<file path="config.mk">
export PLATFORM = sky130hd
export DESIGN_NAME = aurora_tx_framer_flat
export DESIGN_NICKNAME = d
export VERILOG_FILES = /design/src/rtl/aurora_tx_framer_if.sv /design/src/rtl/aurora_tx_framer.sv /design/src/flat_wrapper.sv
export SDC_FILE = /design/constraint.sdc
export NUM_CORES = 1
export LEC_CHECK = 0
export CORE_MARGIN = 10
export CORE_UTILIZATION = 45
export CTS_BUF_LIST = sky130_fd_sc_hd__clkbuf_8 sky130_fd_sc_hd__clkbuf_16
export CTS_CLUSTER_SIZE = 28
export DETAILED_ROUTE_END_ITERATION = 7
export GPL_TIMING_DRIVEN = 0
export HOLD_SLACK_MARGIN = 0.1
export PLACE_DENSITY_LB_ADDON = 0.12
export SLEW_MARGIN = 20
export SYNTH_ARGS = -nofsm -noshare
export SYNTH_HDL_FRONTEND = slang
export SYNTH_SLANG_ARGS = --single-unit
</file>
<file path="constraint.sdc">
create_clock -name user_clk_i -period 3.1 [get_ports user_clk_i]
set_input_delay 0.465 -clock user_clk_i [delete_from_list [all_inputs] [get_ports user_clk_i]]
set_output_delay 0.465 -clock user_clk_i [all_outputs]
set_load 0.1 [all_outputs]
</file>
<file path="src/rtl/aurora_tx_framer_if.sv">
// aurora_tx_framer_if: AXI4-Stream transmit bus between the framer and an Aurora lane's s_axi_tx port.
interface aurora_tx_framer_if;
    logic [31:0] m_axi_tx_tdata;
    logic [3:0]  m_axi_tx_tkeep;
    logic        m_axi_tx_tlast;
    logic        m_axi_tx_tvalid;
    logic        m_axi_tx_tready;
    modport master (output m_axi_tx_tdata, m_axi_tx_tkeep, m_axi_tx_tlast, m_axi_tx_tvalid, input m_axi_tx_tready);
    modport slave (input m_axi_tx_tdata, m_axi_tx_tkeep, m_axi_tx_tlast, m_axi_tx_tvalid, output m_axi_tx_tready);
endinterface

</file>
<file path="src/rtl/aurora_tx_framer.sv">
// aurora_tx_framer: frames a length-announced payload burst as header, payload, XOR-checksum trailer.
module aurora_tx_framer #(
    parameter int          MAX_LEN   = 256,
    parameter logic [15:0] SYNC_WORD = 16'hA5C3
) (
    input  logic               user_clk_i,
    input  logic               sys_reset_i,
    input  logic               channel_up_i,
    input  logic               frame_start_i,
    input  logic [15:0]        frame_len_i,
    output logic               frame_busy_o,
    input  logic [31:0]        s_data_i,
    input  logic               s_valid_i,
    output logic               s_ready_o,
    aurora_tx_framer_if.master tx,
    output logic               frame_done_o,
    output logic               frame_err_o,
    output logic [31:0]        frame_cnt_o
);
    typedef enum logic [1:0] {IDLE, HDR, PAY, TRL} state_t;
    localparam logic [15:0] MAX = 16'(MAX_LEN);
    state_t      r_state, w_next;
    logic [15:0] r_rem, r_len;
    logic [31:0] r_chk, r_cnt;
    logic        r_done, r_err;
    logic        w_start, w_legal, w_abort, w_hdr_hs, w_pay_hs, w_trl_hs;
    assign w_start  = r_state == IDLE && frame_start_i && channel_up_i;
    assign w_legal  = frame_len_i != 16'd0 && frame_len_i <= MAX;
    assign w_abort  = r_state != IDLE && !channel_up_i;
    // handshakes are void on the edge the link drops
    assign w_hdr_hs = r_state == HDR && tx.m_axi_tx_tready && channel_up_i;
    assign w_pay_hs = r_state == PAY && s_valid_i && tx.m_axi_tx_tready && channel_up_i;
    assign w_trl_hs = r_state == TRL && tx.m_axi_tx_tready && channel_up_i;
    always_comb begin
        w_next = r_state;
        case (r_state)
            IDLE:    w_next = w_start && w_legal ? HDR : IDLE;
            HDR:     w_next = w_hdr_hs ? PAY : HDR;
            PAY:     w_next = w_pay_hs && r_rem == 16'd1 ? TRL : PAY;
            TRL:     w_next = w_trl_hs ? IDLE : TRL;
            default: w_next = IDLE;
        endcase
        if (w_abort) w_next = IDLE;
    end
    always_comb begin
        tx.m_axi_tx_tvalid = r_state == HDR || r_state == TRL || (r_state == PAY && s_valid_i);
        tx.m_axi_tx_tdata  = r_state == HDR ? {SYNC_WORD, r_len} : r_state == TRL ? r_chk : r_state == PAY ? s_data_i : 32'd0;
        tx.m_axi_tx_tlast  = r_state == TRL;
        tx.m_axi_tx_tkeep  = tx.m_axi_tx_tvalid ? 4'hF : 4'h0;
        s_ready_o          = r_state == PAY && tx.m_axi_tx_tready;
        frame_busy_o       = r_state != IDLE;
    end
    always_ff @(posedge user_clk_i or posedge sys_reset_i) begin
        if (sys_reset_i) begin
            r_state <= IDLE;
            r_rem   <= '0;
            r_len   <= '0;
            r_chk   <= '0;
            r_cnt   <= '0;
            r_done  <= 1'b0;
            r_err   <= 1'b0;
        end else begin
            r_state <= w_next;
            r_done  <= w_trl_hs;
            r_err   <= (w_start && !w_legal) || w_abort;
            if (w_start && w_legal) begin
                r_rem <= frame_len_i;
                r_len <= frame_len_i;
            end
            if (w_hdr_hs) r_chk <= {SYNC_WORD, r_len};
            if (w_pay_hs) begin
                r_chk <= r_chk ^ s_data_i;
                r_rem <= r_rem - 16'd1;
            end
            if (w_trl_hs) r_cnt <= r_cnt + 32'd1;
        end
    end
    assign frame_done_o = r_done;
    assign frame_err_o  = r_err;
    assign frame_cnt_o  = r_cnt;
endmodule

</file>
<file path="src/flat_wrapper.sv">
// flat-port wrapper written by rule: the top's interface ports become plain ports
module aurora_tx_framer_flat 
#(
    parameter int          MAX_LEN   = 256,
    parameter logic [15:0] SYNC_WORD = 16'hA5C3
)
  (user_clk_i, sys_reset_i, channel_up_i, frame_start_i, frame_len_i, frame_busy_o, s_data_i, s_valid_i, s_ready_o, frame_done_o, frame_err_o, frame_cnt_o, tx_m_axi_tx_tdata, tx_m_axi_tx_tkeep, tx_m_axi_tx_tlast, tx_m_axi_tx_tvalid, tx_m_axi_tx_tready);
  aurora_tx_framer_if tx_i ();
  input  logic user_clk_i;
  input  logic sys_reset_i;
  input  logic channel_up_i;
  input  logic frame_start_i;
  input  logic [15:0] frame_len_i;
  output logic frame_busy_o;
  input  logic [31:0] s_data_i;
  input  logic s_valid_i;
  output logic s_ready_o;
  output logic frame_done_o;
  output logic frame_err_o;
  output logic [31:0] frame_cnt_o;
  output wire logic [$bits(tx_i.m_axi_tx_tdata)-1:0] tx_m_axi_tx_tdata;
  output wire logic [$bits(tx_i.m_axi_tx_tkeep)-1:0] tx_m_axi_tx_tkeep;
  output wire logic [$bits(tx_i.m_axi_tx_tlast)-1:0] tx_m_axi_tx_tlast;
  output wire logic [$bits(tx_i.m_axi_tx_tvalid)-1:0] tx_m_axi_tx_tvalid;
  input wire logic [$bits(tx_i.m_axi_tx_tready)-1:0] tx_m_axi_tx_tready;
  assign tx_m_axi_tx_tdata = tx_i.m_axi_tx_tdata;
  assign tx_m_axi_tx_tkeep = tx_i.m_axi_tx_tkeep;
  assign tx_m_axi_tx_tlast = tx_i.m_axi_tx_tlast;
  assign tx_m_axi_tx_tvalid = tx_i.m_axi_tx_tvalid;
  assign tx_i.m_axi_tx_tready = tx_m_axi_tx_tready;
  aurora_tx_framer #(.MAX_LEN(MAX_LEN), .SYNC_WORD(SYNC_WORD)) u_core (.user_clk_i(user_clk_i), .sys_reset_i(sys_reset_i), .channel_up_i(channel_up_i), .frame_start_i(frame_start_i), .frame_len_i(frame_len_i), .frame_busy_o(frame_busy_o), .s_data_i(s_data_i), .s_valid_i(s_valid_i), .s_ready_o(s_ready_o), .tx(tx_i), .frame_done_o(frame_done_o), .frame_err_o(frame_err_o), .frame_cnt_o(frame_cnt_o));
endmodule
</file>
==> metrics.txt, run 1 <==
quantity of hold-fixing buffers added after cts=0; count of filler cells inserted in the layout=1011; status=completed; Non-Filler Instances=835; shortest clock period the worst path allows after layout=2960 ps; Seq/Total Area, Yosys=48.2%; Mapped Nets=606; n_diodes=0; synthesis-to-finish area growth=34.9%; starting utilization of the core area=45.6%; Peak Freq=0.338 GHz; Max H-tree Level=3; most frequent cells after synthesis=sky130_fd_sc_hd__dfrtp_1 (100), sky130_fd_sc_hd__nand2_1 (89), sky130_fd_sc_hd__nand3_1 (47), sky130_fd_sc_hd__nor2_1 (35), sky130_fd_sc_hd__xnor2_1 (22); peak per-stage delay on the critical path=540 ps; number of warnings reported in the yosys synthesis log=0; worst-path fanout max=10; total number of placement rows=39; type of element capturing the critical path=output port; area after detailed placement=6660 sq um; via-per-instance ratio=5.57; period utilization=95.3%; CTS tree=yes; async set-or-reset flop fraction in the synthesized netlist=100%; worst clock skew=8.24 ps; area of the core region=11400 sq um; clock slew at the register clock pins of the worst setup and hold paths=80 ps; Post-synth top flop=sky130_fd_sc_hd__dfrtp_1; Cell Count Post-Placement=819; clock network latency to the later pin of the worst-skew pair=340 ps; per-instance average area after synthesis=9.45 sq um; met2 wirelength from detailed routing=6930 um; CTS buffer count=9; Port Buffers=126; drt wl/cell=17.4 um; first-pass GRT wire length=24000 um; top layer used by detailed routing=met4; count of boundary I/O pins=128; crit-path most repeated cell=sky130_fd_sc_hd__buf_2; crit path DAT=2490 ps; power density over the cells=386 nW/um^2; fraction of final layout cells with drive strength greater than 1=11.4%; residual antenna-violating net count after detailed routing=0; number of storage elements in the synthesis netlist=100; EDFF count, synth=0; sum of met3 wire segment lengths after detailed routing=1090 um; cell with the most instances after synthesis=sky130_fd_sc_hd__dfrtp_1; RSZ-0062 raised after global routing=no; post-synthesis cell type with the largest combined area=sky130_fd_sc_hd__dfrtp_1; final hold violations=0; clk sink count=100; HP Class=reg -> reg; Leakage Power=3.14 nW; met1 wire length=6470 um; Area contributors post-synth=sky130_fd_sc_hd__dfrtp_1 (48%), sky130_fd_sc_hd__nand2_1 (6.4%), sky130_fd_sc_hd__nand3_1 (4.5%); Die Span X=127 um; total of max-cap violations=0; Final setup viols=0; slowest stage cell, crit path=sky130_fd_sc_hd__clkdlybuf4s15_2; post-route setup TNS=0 ps; number of slew-limit violations in the final report=0; number of global-route vias before repair=4731; VDD IR max=0.241 mV; dominant delay contributor by cell family on the critical path=buffers and inverters; Final Routed Wirelength=14600 um; largest net degree at the start of global routing=57; gate count after technology mapping=549; half-perimeter wire length after detailed placement=11000 um; via count=4652; start-to-end type of the worst setup path=reg -> out; Critical Path RT=2630 ps; number of nets in the layout=744; Critical path buffers and inverters=5; CP Launch Type=flop; Pre-Repair DR Iteration Count=7; first-iteration detailed-routing DRC count=395; final non-filler cell area=7000 sq um; transition time at the pin with the least slew margin=1030 ps; normalized max-slew margin=31.2%; gr ovfl total=0; cell at the root of the clock tree=sky130_fd_sc_hd__clkbuf_16; total standard cell area after synthesis=5190 sq um; Total Routing Usage GR=17.8%; final weighted congestion in routability-driven placement=0.843; top-area cell type share of the netlist area=48.2%; Cell variety after synth=43; critical path cell sequence=buf_2, buf_2, clkbuf_2, a21o_1, buf_4, clkdlybuf4s15_2; share of the core filled with cells=61.5%; initial antenna violation count=0; Die ar.=16200 sq um; count of unresolved DRC violations after routing=0; Vert. Die Dim=127 um; deepest clock path buffer count=2
[worst register-to-register path, cell delays in order (launching register included)]
cell and delay, ps:
sky130_fd_sc_hd__dfrtp_1 380, sky130_fd_sc_hd__nor2b_1 140, sky130_fd_sc_hd__clkbuf_1 380, sky130_fd_sc_hd__nor2b_1 190, sky130_fd_sc_hd__clkbuf_1 300, sky130_fd_sc_hd__clkbuf_1 500
sky130_fd_sc_hd__a211oi_1 110, sky130_fd_sc_hd__a31oi_1 210
[timing repair]
action	4_1_cts	5_1_grt
buffers inserted	0	0
endpoints found under the setup margin	35	11
endpoints found under the hold margin	0	0
cloned	0	0
resized for setup	86	5
[registers in the layout (all words and copies together), names as in the netlist]
| signal | flops |
|---|---|
| u_core.frame_cnt_o | 32 |
| u_core.frame_done_o | 1 |
| u_core.frame_err_o | 1 |
| u_core.r_chk | 32 |
| u_core.r_len | 16 |
| u_core.r_rem | 16 |
| u_core.r_state | 2 |
[power by group]
| group | leakage (nW) | switching [mW] | total, mW | internal [mW] |
|---|---|---|---|---|
| clock | 0.144 | 0.528 | 1.17 | 0.638 |
| sequential | 1.38 | 0.0164 | 1.34 | 1.32 |
| combinational | 1.61 | 0.102 | 0.198 | 0.0968 |
| total | 3.14 | 0.646 | 2.70 | 2.06 |
[metrics by stage]
step / power [mW] / hold slack (ps) / worst slack (ps)
final: 2.70 / 478 / 144
after global routing: 2.80 / 508 / 0.832
after CTS: 2.72 / 475 / 6.06
after detailed placement: 1.56 / 465 / -450
after global placement: 1.55 / 464 / -1540
after floorplan: 1.45 / 451 / 16.2
[metal layers]
metal | GRT usage, % | up-vias
met5 | 0 | -
met3 | 5.46 | 6
li1 | - | 2221
met4 | 3.35 | 0
met1 | 22.9 | 2269
met2 | 28.9 | 156
[final timing paths]
| check | from | to | slack, ps | cells past startpoint |
|---|---|---|---|---|
| min in group asynchronous | sys_reset_i | u_core.r_chk[12] | 550 | 2 |
| setup / recovery | u_core.r_state[0] | tx_m_axi_tx_tkeep[1] | 140 | 6 |
| hold / removal | u_core.frame_cnt_o[31] | u_core.frame_cnt_o[31] | 480 | 1 |
| max in group asynchronous | sys_reset_i | u_core.frame_cnt_o[25] | 1950 | 3 |
| hold reg to reg | u_core.frame_cnt_o[31] | u_core.frame_cnt_o[31] | 480 | 1 |
| setup reg to reg | u_core.r_state[0] | u_core.r_chk[23] | 820 | 7 |
[cell families after synthesis]
family,count (synthesis),synth area share (%)
XOR/XNOR,32,5.40
multiplexers,27,5.62
buffers and inverters,42,3.59
flip-flops,100,48.2
AND/OR/NAND/NOR,246,22.9
AO/OA/AOI/OAI,99,13.5
adder cells (fa/ha/maj),3,0.724
[placed cells by master, fill, tap and decap left out, drive strengths merged, types with 5 or more instances in the layout]
| cell type | instances |
|---|---|
| a21oi | 13 |
| and4 | 5 |
| and2 | 13 |
| xor2 | 10 |
| nor2b | 13 |
| nor4 | 6 |
| a211oi | 12 |
| nor2 | 35 |
| o211ai | 18 |
| o21ai | 18 |
| nand2 | 89 |
| a31oi | 9 |
| buf | 14 |
| clkdlybuf4s15 | 25 |
| nor3 | 11 |
| a21o | 5 |
| clkbuf | 29 |
| and3 | 7 |
| dlygate4sd2 | 10 |
| inv | 11 |
| clkdlybuf4s50 | 88 |
| mux2 | 17 |
| mux2i | 10 |
| a22o | 17 |
| nand4 | 10 |
| nand3 | 48 |
| dfrtp | 100 |
| xnor2 | 22 |
[final cells by class]
type | instances | area (sq um) | area share [%]
Buffer | 33 | 158 | 2.25
Clock buffer | 9 | 225 | 3.22
Clock inverter | 7 | 82.6 | 1.18
Inverter | 9 | 38.8 | 0.554
Multi-Input combinational cell | 407 | 2500 | 35.7
Sequential cell | 100 | 2500 | 35.8
Tap cell | 143 | 179 | 2.56
Timing Repair Buffer | 127 | 1310 | 18.8
Power figures use the tool's default switching activity.
==> run 2, diff against run 1 <==
==> constraint.sdc (replaced) <==
create_clock -name user_clk_i -period 3.1 [get_ports user_clk_i]
set_input_delay 0.31 -clock user_clk_i [delete_from_list [all_inputs] [get_ports user_clk_i]]
set_output_delay 0.31 -clock user_clk_i [all_outputs]
set_load 0.1 [all_outputs]
==> run 2 against run 1 <==
Compared with the run above:
- clock skew increased by 0.69 ps
- clock power about the same
- flip-flop and latch count unchanged
- via count increased by 0.37%
- critical endpoint is now tx_m_axi_tx_tdata[0]
- largest cell class unchanged
==> metrics.txt, run 2 (same netlist as run 1, synthesis figures left out) <==
status=completed (unchanged); area after detailed placement=6660 sq um (unchanged); largest net degree at the start of global routing=57 (unchanged); count of filler cells inserted in the layout=1019 (was 1011); Total Routing Usage GR=17.8% (about the same); gr ovfl total=0 (unchanged); via-per-instance ratio=5.59 (was 5.57); count of unresolved DRC violations after routing=0 (unchanged); worst clock skew=8.93 ps (was 8.24 ps); Die ar.=16200 sq um (unchanged); post-route setup TNS=0 ps (unchanged); Critical Path RT=2790 ps (was 2630 ps); drt wl/cell=17.4 um (about the same); leading cell types in the layout, fill and taps excluded=sky130_fd_sc_hd__dfrtp_1 (100), sky130_fd_sc_hd__clkdlybuf4s50_1 (91), sky130_fd_sc_hd__nand2_1 (89) (was sky130_fd_sc_hd__dfrtp_1 (100), sky130_fd_sc_hd__nand2_1 (89), sky130_fd_sc_hd__clkdlybuf4s50_1 (88)); n_diodes=0 (unchanged); hold path cells=2 (was 1); first-pass GRT wire length=24000 um (about the same); final weighted congestion in routability-driven placement=0.843 (unchanged); transition time at the pin with the least slew margin=1030 ps (about the same); normalized max-slew margin=31.4% (was 31.2%); worst-path fanout max=9 (was 10); period utilization=93.9% (was 95.3%); Leakage Power=3.10 nW (was 3.14 nW); start-to-end type of the worst setup path=reg -> out (unchanged); Vert. Die Dim=127 um (unchanged); CTS buffer count=9 (unchanged); end of the worst hold path=u_core.frame_err_o (was u_core.frame_cnt_o[31]); synthesis-to-finish area growth=33.7% (was 34.9%); total of max-cap violations=0 (unchanged); Final Routed Wirelength=14600 um (about the same); Final setup viols=0 (unchanged); final hold violations=0 (unchanged); logic depth of the worst register-to-register path=8 (was 7); number of global-route vias before repair=4734 (was 4731); via count=4669 (was 4652); Worst R2R Setup Slack=820 ps (about the same); half-perimeter wire length after detailed placement=11000 um (unchanged); worst reg2reg startpoint=u_core.r_state[1] (was u_core.r_state[0]); RSZ-0062 raised after global routing=no (unchanged); commonest non-fill, non-tap cell in the layout=sky130_fd_sc_hd__dfrtp_1 (unchanged); fraction of final layout cells with drive strength greater than 1=11.7% (was 11.4%); deepest clock path buffer count=2 (unchanged); clock slew at the register clock pins of the worst setup and hold paths=70 ps (was 80 ps); Worst Slack Setup Final=188 ps (was 144 ps); area of the core region=11400 sq um (unchanged); cell at the root of the clock tree=sky130_fd_sc_hd__clkbuf_16 (unchanged); Port Buffers=126 (unchanged); Pre-Repair DR Iteration Count=5 (was 7); CTS tree=yes (unchanged); Die Span X=127 um (unchanged); end of the worst register-to-register path=u_core.r_len[6] (was u_core.r_chk[23]); worst slack after detailed placement=-295 ps (was -450 ps); CP Launch Type=flop (unchanged); shortest clock period the worst path allows after layout=2910 ps (was 2960 ps); number of slew-limit violations in the final report=0 (unchanged); startpoint of the lowest-slack hold path=channel_up_i (was u_core.frame_cnt_o[31]); total number of placement rows=39 (unchanged); crit path DAT=2600 ps (was 2490 ps); type of element capturing the critical path=output port (unchanged); power density over the cells=389 nW/um^2 (was 386 nW/um^2); Max H-tree Level=3 (unchanged); final non-filler cell area=6930 sq um (was 7000 sq um); Peak Freq=0.343 GHz (was 0.338 GHz); VDD IR max=0.239 mV (was 0.241 mV); clk sink count=100 (unchanged); initial antenna violation count=0 (unchanged); first-iteration detailed-routing DRC count=378 (was 395); HP Class=in -> reg (was reg -> reg); number of nets in the layout=744 (unchanged); count of boundary I/O pins=128 (unchanged); quantity of hold-fixing buffers added after cts=0 (unchanged); starting utilization of the core area=45.6% (unchanged); residual antenna-violating net count after detailed routing=0 (unchanged); clock network latency to the later pin of the worst-skew pair=340 ps (about the same); share of the core filled with cells=61.0% (was 61.5%); number of buffers inserted to repair setup after CTS=0 (unchanged)
-- run 2: cell types whose count changed in the layout (fill, tap and decap cells not counted), sizes merged --
cell           change
clkbuf            +11
clkdlybuf4s15      -9
dlygate4sd2        -4
clkdlybuf4s50      +3
dlymetal6s2s       -1
-- run 2: worst max path at each step --
stage,from,end,slack [ps]
5_1_grt,u_core.r_state[0],tx_m_axi_tx_tdata[1],80
4_1_cts,u_core.r_state[0],tx_m_axi_tx_tdata[11],0.8
2_1_floorplan,sys_reset_i,u_core.frame_cnt_o[0],170
3_5_place_dp,u_core.r_state[0],tx_m_axi_tx_tkeep[1],-290
6_report,u_core.r_state[0],tx_m_axi_tx_tdata[0],190
3_3_place_gp,sys_reset_i,u_core.r_chk[18],-1390
-- run 2: critical path, cell delays in order, from the launching register on --
cell	delay (ps)
sky130_fd_sc_hd__dfrtp_1	380
sky130_fd_sc_hd__nor2b_1	130
sky130_fd_sc_hd__clkbuf_1	370
sky130_fd_sc_hd__a22o_1	220
sky130_fd_sc_hd__clkdlybuf4s50_1	1160
-- run 2: cell type report --
type	instances	area (sq um)	share of cell area, %
tap	143	179	2.58
sequential	100	2500	36.1
timing repair buffer	127	1250	18.0
inverter	9	38.8	0.559
clock buffer	9	225	3.25
multi-input combinational	407	2500	36.0
buffer	33	156	2.26
clock inverter	7	82.6	1.19
-- run 2: layer usage --
metal / part of all wire, % / track usage (%) / wire (um) / vias to the layer above
li1: - / - / - / 2225
met3: 8.1 / 5.42 / 1180 / 6
met5: 0 / 0 / 0 / -
met1: 43 / 23.0 / 6310 / 2267
met2: 48 / 28.9 / 7010 / 171
met4: 0.50 / 3.35 / 73 / 0
-- run 2: power breakdown --
part / leakage [nW] / switching, mW / total, mW / internal [mW]
registers: 1.38 / 0.0164 / 1.34 / 1.32
logic: 1.58 / 0.101 / 0.198 / 0.0966
clock network: 0.144 / 0.524 / 1.16 / 0.638
total: 3.10 / 0.641 / 2.70 / 2.06
-- run 2: repair_timing --
item,4_1_cts,5_1_grt
endpoints found under the setup margin,33,29
gates cloned,0,0
resized for setup,69,24
pin swaps,0,0
-- run 2: stage by stage --
| step | total power, mW | hold slack, ps | instances |
|---|---|---|---|
| after global routing | 2.80 | 359 | 835 |
| final | 2.70 | 337 | 835 |
| after CTS | 2.71 | 320 | 835 |
| after floorplan | 1.45 | 413 | 549 |
| after global placement | 1.55 | 464 | 818 |
| after detailed placement | 1.56 | 465 | 819 |
